===== src/rtl/cpu_run_ctrl_if.sv =====
// cpu_run_ctrl_if: groups the run-control handshake between the test harness side
// (master: drives start/halt/pc) and the controller (slave: drives reset and status).
interface cpu_run_ctrl_if #(
    parameter int unsigned CNT_W = 32
);
    logic             start;
    logic             halt_valid;
    logic [31:0]      halt_code;
    logic [31:0]      pc;
    logic             cpu_rst_n;
    logic             running;
    logic             done;
    logic             pass;
    logic             timeout;
    logic             stall;
    logic [CNT_W-1:0] cycle_cnt;
    logic [31:0]      result_code;

    modport master (
        output start, halt_valid, halt_code, pc,
        input  cpu_rst_n, running, done, pass, timeout, stall, cycle_cnt, result_code
    );

    modport slave (
        input  start, halt_valid, halt_code, pc,
        output cpu_rst_n, running, done, pass, timeout, stall, cycle_cnt, result_code
    );
endinterface


===== src/rtl/cpu_run_ctrl.sv =====
// cpu_run_ctrl: sequences a CPU through reset and a bounded run, then records how the
// run ended (halt code, cycle-budget timeout, or pc stall).
// Optional feature: define RUN_CTRL_STALL_DETECT_EN to enable pc-stall detection;
// without it the stall output stays 0 and pc is ignored.
module cpu_run_ctrl #(
    parameter int unsigned RST_CYCLES   = 2,
    parameter int unsigned MAX_CYCLES   = 40,
    parameter int unsigned CNT_W        = 32,
    parameter int unsigned STALL_CYCLES = 8
) (
    input  logic          clk,
    input  logic          rst,
    cpu_run_ctrl_if.slave bus
);

    typedef enum logic [1:0] {StIdle, StReset, StRun, StDone} state_e;

    localparam int unsigned RW = (RST_CYCLES > 1) ? $clog2(RST_CYCLES) : 1;

    state_e           r_state, w_state_nxt;
    logic [RW-1:0]    r_rst_cnt, w_rst_cnt_nxt;
    logic [CNT_W-1:0] r_cycle_cnt, w_cycle_cnt_nxt;
    logic [31:0]      r_result, w_result_nxt;
    logic             r_cpu_rst_n, w_cpu_rst_n_nxt;
    logic             r_pass, w_pass_nxt;
    logic             r_timeout, w_timeout_nxt;
    logic             r_stall, w_stall_nxt;
    logic             w_stall_hit;
    logic             w_last_cycle;
    logic [CNT_W-1:0] w_cnt_inc;

    // Saturating increment: the counter must never wrap back to zero.
    assign w_cnt_inc    = (&r_cycle_cnt) ? r_cycle_cnt : r_cycle_cnt + 1'b1;
    assign w_last_cycle = (r_cycle_cnt == CNT_W'(MAX_CYCLES - 1));

`ifdef RUN_CTRL_STALL_DETECT_EN
    localparam int unsigned SW = $clog2(STALL_CYCLES + 1);

    logic [31:0]   r_prev_pc;
    logic [SW-1:0] r_stall_cnt, w_stall_cnt_nxt;

    // Count this cycle if pc repeats; first RUN cycle (cycle_cnt==0) has no RUN predecessor.
    always_comb begin
        w_stall_cnt_nxt = '0;
        w_stall_hit     = 1'b0;
        if (r_state == StRun && r_cycle_cnt != '0 && bus.pc == r_prev_pc) begin
            w_stall_cnt_nxt = r_stall_cnt + 1'b1;
            w_stall_hit     = (w_stall_cnt_nxt == SW'(STALL_CYCLES));
        end
    end

    // Previous-pc sample and stall run length.
    always_ff @(posedge clk or posedge rst) begin
        if (rst) begin
            r_prev_pc   <= '0;
            r_stall_cnt <= '0;
        end else begin
            r_prev_pc   <= bus.pc;
            r_stall_cnt <= w_stall_cnt_nxt;
        end
    end
`else
    assign w_stall_hit = 1'b0;
`endif

    // State register and all status registers.
    always_ff @(posedge clk or posedge rst) begin
        if (rst) begin
            r_state     <= StIdle;
            r_rst_cnt   <= '0;
            r_cycle_cnt <= '0;
            r_result    <= '0;
            r_cpu_rst_n <= 1'b0;
            r_pass      <= 1'b0;
            r_timeout   <= 1'b0;
            r_stall     <= 1'b0;
        end else begin
            r_state     <= w_state_nxt;
            r_rst_cnt   <= w_rst_cnt_nxt;
            r_cycle_cnt <= w_cycle_cnt_nxt;
            r_result    <= w_result_nxt;
            r_cpu_rst_n <= w_cpu_rst_n_nxt;
            r_pass      <= w_pass_nxt;
            r_timeout   <= w_timeout_nxt;
            r_stall     <= w_stall_nxt;
        end
    end

    // Next-state and status update; start always wins and re-enters RESET with status cleared.
    always_comb begin
        w_state_nxt     = r_state;
        w_rst_cnt_nxt   = r_rst_cnt;
        w_cycle_cnt_nxt = r_cycle_cnt;
        w_result_nxt    = r_result;
        w_pass_nxt      = r_pass;
        w_timeout_nxt   = r_timeout;
        w_stall_nxt     = r_stall;

        if (bus.start) begin
            w_state_nxt     = StReset;
            w_rst_cnt_nxt   = '0;
            w_cycle_cnt_nxt = '0;
            w_result_nxt    = '0;
            w_pass_nxt      = 1'b0;
            w_timeout_nxt   = 1'b0;
            w_stall_nxt     = 1'b0;
        end else begin
            unique case (r_state)
                StIdle: ;
                StReset: begin
                    if (r_rst_cnt == RW'(RST_CYCLES - 1)) begin
                        w_state_nxt = StRun;
                    end else begin
                        w_rst_cnt_nxt = r_rst_cnt + 1'b1;
                    end
                end
                StRun: begin
                    w_cycle_cnt_nxt = w_cnt_inc;
                    // Priority: halt, then stall, then timeout.
                    if (bus.halt_valid) begin
                        w_state_nxt  = StDone;
                        w_result_nxt = bus.halt_code;
                        w_pass_nxt   = (bus.halt_code == 32'd1);
                    end else if (w_stall_hit) begin
                        w_state_nxt = StDone;
                        w_stall_nxt = 1'b1;
                        w_pass_nxt  = 1'b0;
                    end else if (w_last_cycle) begin
                        w_state_nxt   = StDone;
                        w_timeout_nxt = 1'b1;
                        w_pass_nxt    = 1'b0;
                    end
                end
                StDone: ;
                default: w_state_nxt = StIdle;
            endcase
        end

        // Registered so cpu_rst_n is high exactly in the RUN cycles.
        w_cpu_rst_n_nxt = (w_state_nxt == StRun);
    end

    assign bus.cpu_rst_n   = r_cpu_rst_n;
    assign bus.running     = (r_state == StRun);
    assign bus.done        = (r_state == StDone);
    assign bus.pass        = r_pass;
    assign bus.timeout     = r_timeout;
    assign bus.stall       = r_stall;
    assign bus.cycle_cnt   = r_cycle_cnt;
    assign bus.result_code = r_result;

endmodule

===== src/flat_wrapper.sv =====
// flat-port wrapper written by rule: the top's interface ports become plain ports
module cpu_run_ctrl_flat 
#(
    parameter int unsigned RST_CYCLES   = 2,
    parameter int unsigned MAX_CYCLES   = 40,
    parameter int unsigned CNT_W        = 32,
    parameter int unsigned STALL_CYCLES = 8
)
  (clk, rst, bus_start, bus_halt_valid, bus_halt_code, bus_pc, bus_cpu_rst_n, bus_running, bus_done, bus_pass, bus_timeout, bus_stall, bus_cycle_cnt, bus_result_code);
  cpu_run_ctrl_if #(.CNT_W(CNT_W)) bus_i ();
  input  logic clk;
  input  logic rst;
  input wire logic [$bits(bus_i.start)-1:0] bus_start;
  input wire logic [$bits(bus_i.halt_valid)-1:0] bus_halt_valid;
  input wire logic [$bits(bus_i.halt_code)-1:0] bus_halt_code;
  input wire logic [$bits(bus_i.pc)-1:0] bus_pc;
  output wire logic [$bits(bus_i.cpu_rst_n)-1:0] bus_cpu_rst_n;
  output wire logic [$bits(bus_i.running)-1:0] bus_running;
  output wire logic [$bits(bus_i.done)-1:0] bus_done;
  output wire logic [$bits(bus_i.pass)-1:0] bus_pass;
  output wire logic [$bits(bus_i.timeout)-1:0] bus_timeout;
  output wire logic [$bits(bus_i.stall)-1:0] bus_stall;
  output wire logic [$bits(bus_i.cycle_cnt)-1:0] bus_cycle_cnt;
  output wire logic [$bits(bus_i.result_code)-1:0] bus_result_code;
  assign bus_i.start = bus_start;
  assign bus_i.halt_valid = bus_halt_valid;
  assign bus_i.halt_code = bus_halt_code;
  assign bus_i.pc = bus_pc;
  assign bus_cpu_rst_n = bus_i.cpu_rst_n;
  assign bus_running = bus_i.running;
  assign bus_done = bus_i.done;
  assign bus_pass = bus_i.pass;
  assign bus_timeout = bus_i.timeout;
  assign bus_stall = bus_i.stall;
  assign bus_cycle_cnt = bus_i.cycle_cnt;
  assign bus_result_code = bus_i.result_code;
  cpu_run_ctrl #(.RST_CYCLES(RST_CYCLES), .MAX_CYCLES(MAX_CYCLES), .CNT_W(CNT_W), .STALL_CYCLES(STALL_CYCLES)) u_core (.clk(clk), .rst(rst), .bus(bus_i));
endmodule

===== config.mk =====
export PLATFORM = sky130hd
export DESIGN_NAME = cpu_run_ctrl_flat
export DESIGN_NICKNAME = d
export VERILOG_FILES = /design/src/rtl/cpu_run_ctrl_if.sv /design/src/rtl/cpu_run_ctrl.sv /design/src/flat_wrapper.sv
export SDC_FILE = /design/constraint.sdc
export NUM_CORES = 1
export LEC_CHECK = 0
export CAP_MARGIN = 30
export CELL_PAD_IN_SITES_DETAIL_PLACEMENT = 1
export CELL_PAD_IN_SITES_GLOBAL_PLACEMENT = 2
export CORE_ASPECT_RATIO = 0.7
export CORE_MARGIN = 2
export CORE_UTILIZATION = 25
export DETAILED_ROUTE_END_ITERATION = 7
export GPL_TIMING_DRIVEN = 0
export PLACE_DENSITY = 0.86
export SLEW_MARGIN = 20
export SYNTH_ARGS = -nofsm -noshare
export SYNTH_HDL_FRONTEND = slang
export SYNTH_SLANG_ARGS = --single-unit

===== constraint.sdc =====
create_clock -name clk -period 3.35 [get_ports clk]
set_clock_uncertainty 0.15 [all_clocks]
set_input_delay 0.67 -clock clk [delete_from_list [all_inputs] [get_ports clk]]
set_output_delay 0.67 -clock clk [all_outputs]
set_load 0.1 [all_outputs]

* After elaboration in Yosys (flattened, before gate mapping)
Index checks and enable logic that the tools add are counted.
** Cells by class
- Shift operators :: 0
- $lt $le $gt $ge :: 0
- Bitwise gates (word level) :: 0
- Add/sub/neg operators :: 2
- $mul :: 0
- Eq/ne operators :: 8
- Muxes and demuxes :: 22
- Reductions and logical operators :: 10
- Divide/modulo/power cells :: 0
** Operators with widths (number)
- $mux 32 :: 6
- $add 32x1->32 const B :: 1
- $eq 32x1->1 const B :: 1
- $eq 32x6->1 const B :: 1
- $reduce_and 32->1 :: 1
- $mux 1 :: 11
- $mux 2 :: 4
- $reduce_bool 2->1 :: 4
- $eq 2x2->1 const B :: 3
- $reduce_and 2->1 :: 3
- $ne 2x2->1 const B :: 2
- $pmux 2 s2 :: 1
- $reduce_and 3->1 :: 1
- $reduce_bool 3->1 :: 1
- $eq 2x1->1 const B :: 1
- $add 1x1->1 const B :: 1
** Word-level totals
- ROM bits :: 0
- Register bits after elaboration :: 70
- Output and inout bits :: 70
- Bits in writable memories :: 0
- Latch bits :: 0
- Memories kept :: 0
- Logic and storage cells :: 49
- Input port bits :: 68

* Longest topological paths before layout
- Word-level depth :: 6
- Depth in mapped cells :: 9
- Mapped depth without buffers :: 7

* Least setup slack after synthesis
No wires, ideal clock.
- Path kind :: register to register
- Start :: register u_core.r_cycle_cnt[0], in the netlist u_core.bus.cycle_cnt[0]
- End :: register u_core.r_cycle_cnt[0], in the netlist u_core.bus.cycle_cnt[0]
- Clock period less this slack :: 2.907 ns
- Arrival :: 2.631 ns
- Setup time :: 0.127 ns
- Slack :: 0.443 ns
- Required time :: 3.073 ns
- Stages on the path, launching flop included :: 9
- Buffers on the path :: 2
- Cells stage by stage :: dfrtp_1 ha_1 nand3_1 nor3_2 and3_4 buf_6 buf_6 nor2_2 mux2_4
** Between the ends
- Cells in the longest elaborated chain, start to end :: 4
- Elaborated cells between the ends (all ways) :: 7
- Classes of those cells :: 1 x add/sub; 1 x eq/ne; 3 x mux; 2 x reduce/logical
** RTL lines
- start: declaration :: RTL line cpu_run_ctrl.sv:22 : logic [CNT_W-1:0] r_cycle_cnt, w_cycle_cnt_nxt;
- start signal: assignment :: RTL line cpu_run_ctrl.sv:80 : r_cycle_cnt <= w_cycle_cnt_nxt;
- $add 32x1->32 :: RTL line cpu_run_ctrl.sv:33 : assign w_cnt_inc = (&r_cycle_cnt) ? r_cycle_cnt : r_cycle_cnt + 1'b1;
- $mux 32 :: RTL line cpu_run_ctrl.sv:33
- $mux 32 :: RTL line cpu_run_ctrl.sv:108 : unique case (r_state)
- $mux 32 :: RTL line cpu_run_ctrl.sv:99 : if (bus.start) begin
Several ways; a longest one is shown, not always the timed one. The select of a mux whose other input is x is not followed.
A chain may end at the register's enable or synchronous reset.

* Final worst setup path
- Start :: register u_core.r_cycle_cnt[16], in the netlist u_core.bus.cycle_cnt[16]
- End :: output bus_cycle_cnt[16]
** RTL lines
- end: declaration :: RTL line flat_wrapper.sv:23 : output wire logic [$bits(bus_i.cycle_cnt)-1:0] bus_cycle_cnt;
No word-level cell between the ends.

==> run metrics <==
Core Area=14000 sq um; number of nets produced by synthesis=467; Setup crit end kind=output pin; post-synthesis async set-or-reset flop share=1.00; IO Pins=138; Crit Path Max Fanout=8; netlist area before placement=roughly 3600 sq um; total detailed-routing wirelength=12700 microns; via count of the first global-routing pass=between 3000 and 4000; global-route wire length before repair=20600 microns; Vias=3507; share of total power consumed by net switching=0.360; Cell variety after synth=48; net total in the final layout=about 580; met1 track utilization from global routing=0.252; WL per Instance=18.0 microns; floorplan die area=15300 sq um; sum of net half-perimeters after detailed placement=9610 microns; placer congestion estimate=0.815; final period utilization=0.867; pwr/cell area=475 nW/um^2; Final Critical Period=roughly 2.9 ns; count of yosys warnings during synthesis=0; Top FF cell, synth=dfrtp_1; worst min-delay path class=reg -> reg; flop and latch count out of synthesis=70; worst path cell trace=clkdlybuf4s50_1; worst-case vdd ir drop=0.000251 V; die boundary width=147 microns; fraction of layout instances using a drive strength above 1=0.0739; arrival time at the worst endpoint=2.08 ns; EDFF count, synth=0; syn_area_per_cell=between 9 and 10 sq um; tightest slew margin relative to the limit=0.331; number of CTS-inserted buffers=9; startpoint type of the worst setup path=flop; remaining global-route overflow=0; pin count of the biggest net entering global routing=38; Post-DRT Antenna Nets=0; net switching power=883 uW; number of sinks handled by clock tree synthesis=70; required time worst endpoint=approximately 2.5 ns; source-to-sink clock delay at the later pin of the worst-skew pair=0.34 ns; post-placement cell area=a little under 5000 sq um; final setup TNS=0 ns; area share of the largest cell type after synthesis=0.488; initial antenna violation count=0; GRT Total Usage=0.171; Vias per Instance=approximately 5; unrepaired setup endpoints after global routing=false; fraction of power consumed by the clock network=0.370; reg2reg setup slack=0.63 ns; FILL cells=between 1500 and 2000; critical-path cell with the highest stage delay=clkdlybuf4s50_1; most heavily used metal layer in global routing=met1; type of the worst setup path=reg -> out; effective utilization at floorplan=0.257; endpoints failing setup=0; final hold vios=0; Ant. Diodes=0; met2 Use GR=0.248; met3 layer usage reported by global route=0.0430; number of instances in the synthesized netlist=394; transition time at the pin with the least slew margin=1.00 ns; count of buffer and inverter cells on the critical path=1; H-tree Lvls=3; cell accounting for the most synthesized area=dfrtp_1; TritonCTS clock tree=done; final core utilization=0.370; buffer levels on the longest clock path=2; std cell rows=36; share of the yosys chip area belonging to registers=0.488; maximum clock rate=roughly 340 MHz; Pre-Repair DR Iteration Count=4; iteration-0 DRC count of the detailed router=232; part of the power in combinational logic=0.252; result of the run=finished clean; CP top delay family=buffers and inverters; maximum capacitance violations=0; longest individual stage delay on the worst path=1.20 ns; clock tree root buffer cell=clkbuf_16; Internal Power=1.57 mW; post-layout instance area=5160 sq um; leading post-synthesis cells by cell area=dfrtp_1 49%, nand2_1 8.4%, a21oi_1 6.1%; leak pwr=1.99 nW; layout overhead on the synthesized area=44.0%; height of the die=104 microns; Post-route DRC=0; number of pins with negative max-slew slack in the final report=0; clock edge transition at the registers on the reported setup and hold paths=0.06 ns; count of buffers from port buffering=approximately 100; sequential group share of total power=0.378
[logic make-up after synthesis]
logic type	synth area share
AO/OA/AOI/OAI	0.120
XOR/XNOR	0.0317
adder cells (fa/ha/maj)	0.0174
buffers and inverters	0.0352
flip-flops	0.488
multiplexers	0.0227
other	0.00105
AND/OR/NAND/NOR	0.283
[routing by layer]
| layer | up-vias | wire length [microns] |
|---|---|---|
| met5 | - | 0 |
| li1 | 1649 | - |
| met1 | 1761 | 6250 |
| met2 | 85 | 5660 |
| met3 | 12 | 661 |
| met4 | 0 | 127 |
[cell usage in the layout (no fill, tap or decap), types with 4 or more instances in the layout]
master	count
a21oi_1	44
and3_1	5
and4_1	6
clkbuf_1	14
clkbuf_16	9
clkdlybuf4s50_1	102
dfrtp_1	70
ha_1	5
inv_1	4
mux2_2	5
nand2_1	80
nand3_1	8
nand4_1	16
nor2_1	29
nor2b_1	5
nor3_1	4
nor4_1	15
nor4b_1	5
o21a_1	4
o21ai_0	8
or3_1	11
xnor2_1	7
xor2_1	6
[synthesized netlist by cell type, types with 3 or more instances]
library cell,count
nor4b_1,5
a31oi_1,3
nand3_1,8
o21a_1,4
dfrtp_1,70
nor2b_1,5
xor2_1,6
nor2_1,29
o2111ai_1,3
ha_1,5
o21ai_0,8
nand4_1,16
a21oi_1,44
or3_1,11
and4_1,6
inv_1,5
nand2_1,80
and2_1,3
nor3_1,4
nor4_1,15
xnor2_1,7
or4_1,3
and3_1,5
mux2_2,5
clkbuf_1,14
buf_6,3
[what timing repair did]
action	4_1_cts	5_1_grt
hold buffers	0	0
resized for setup	0	1
setup buffers	0	0
endpoints found under the setup margin	0	1
[cell type report]
type / count / area, sq um / share of cell area
multi-input cells: 298 / 1710 / 0.331
clock inverters: 7 / 58.8 / 0.0114
plain buffers: 21 / 108 / 0.0208
inverters: 5 / 21.3 / 0.00412
repair buffers: 104 / 1050 / 0.204
clock buffers: 9 / 225 / 0.0436
flip-flops and latches: 70 / 1750 / 0.339
well taps: 190 / 238 / 0.0460
[stage by stage]
step,hold WS (ns),std cells,setup slack [ns],power [mW]
finish,0.349,704,0.447,2.45
global route,0.383,704,0.364,2.58
CTS,0.351,704,0.0571,2.50
detailed placement,0.337,688,0.436,1.57
global placement,0.327,687,-0.565,1.54
floorplan,0.330,394,0.443,1.37
[worst paths after layout]
kind	startpoint	to	cells after the start
min in group asynchronous	rst	u_core.bus.result_code[5]$_DFFE_PP0P_	2
worst min register to register	u_core.bus.timeout$_DFFE_PP0P_	u_core.bus.timeout$_DFFE_PP0P_	1
max in group asynchronous	rst	u_core.bus.result_code[30]$_DFFE_PP0P_	3
worst max register to register	u_core.r_state[0]$_DFF_PP0_	u_core.bus.cycle_cnt[27]$_DFFE_PP0P_	7
worst max-delay path	u_core.bus.cycle_cnt[16]$_DFFE_PP0P_	bus_cycle_cnt[16]	1
worst min-delay path	u_core.bus.timeout$_DFFE_PP0P_	u_core.bus.timeout$_DFFE_PP0P_	1
[registers in the layout, summed over array words and instances (netlist names)]
name and count:
u_core.bus.cpu_rst_n 1, u_core.bus.timeout 1, u_core.bus.result_code 32, u_core.r_state 2, u_core.r_rst_cnt 1, u_core.bus.pass 1
u_core.bus.cycle_cnt 32
[power groups by stage]
stage / Combinational, mW / Clock, mW / Sequential, mW
6_report: 0.619 / 0.909 / 0.927
5_1_grt: 0.666 / 0.984 / 0.933
4_1_cts: 0.627 / 0.945 / 0.927
3_5_place_dp: 0.624 / 0 / 0.942
3_3_place_gp: 0.606 / 0 / 0.939
2_1_floorplan: 0.228 / 0 / 1.14
No activity file was read; power rests on OpenSTA's default activity.
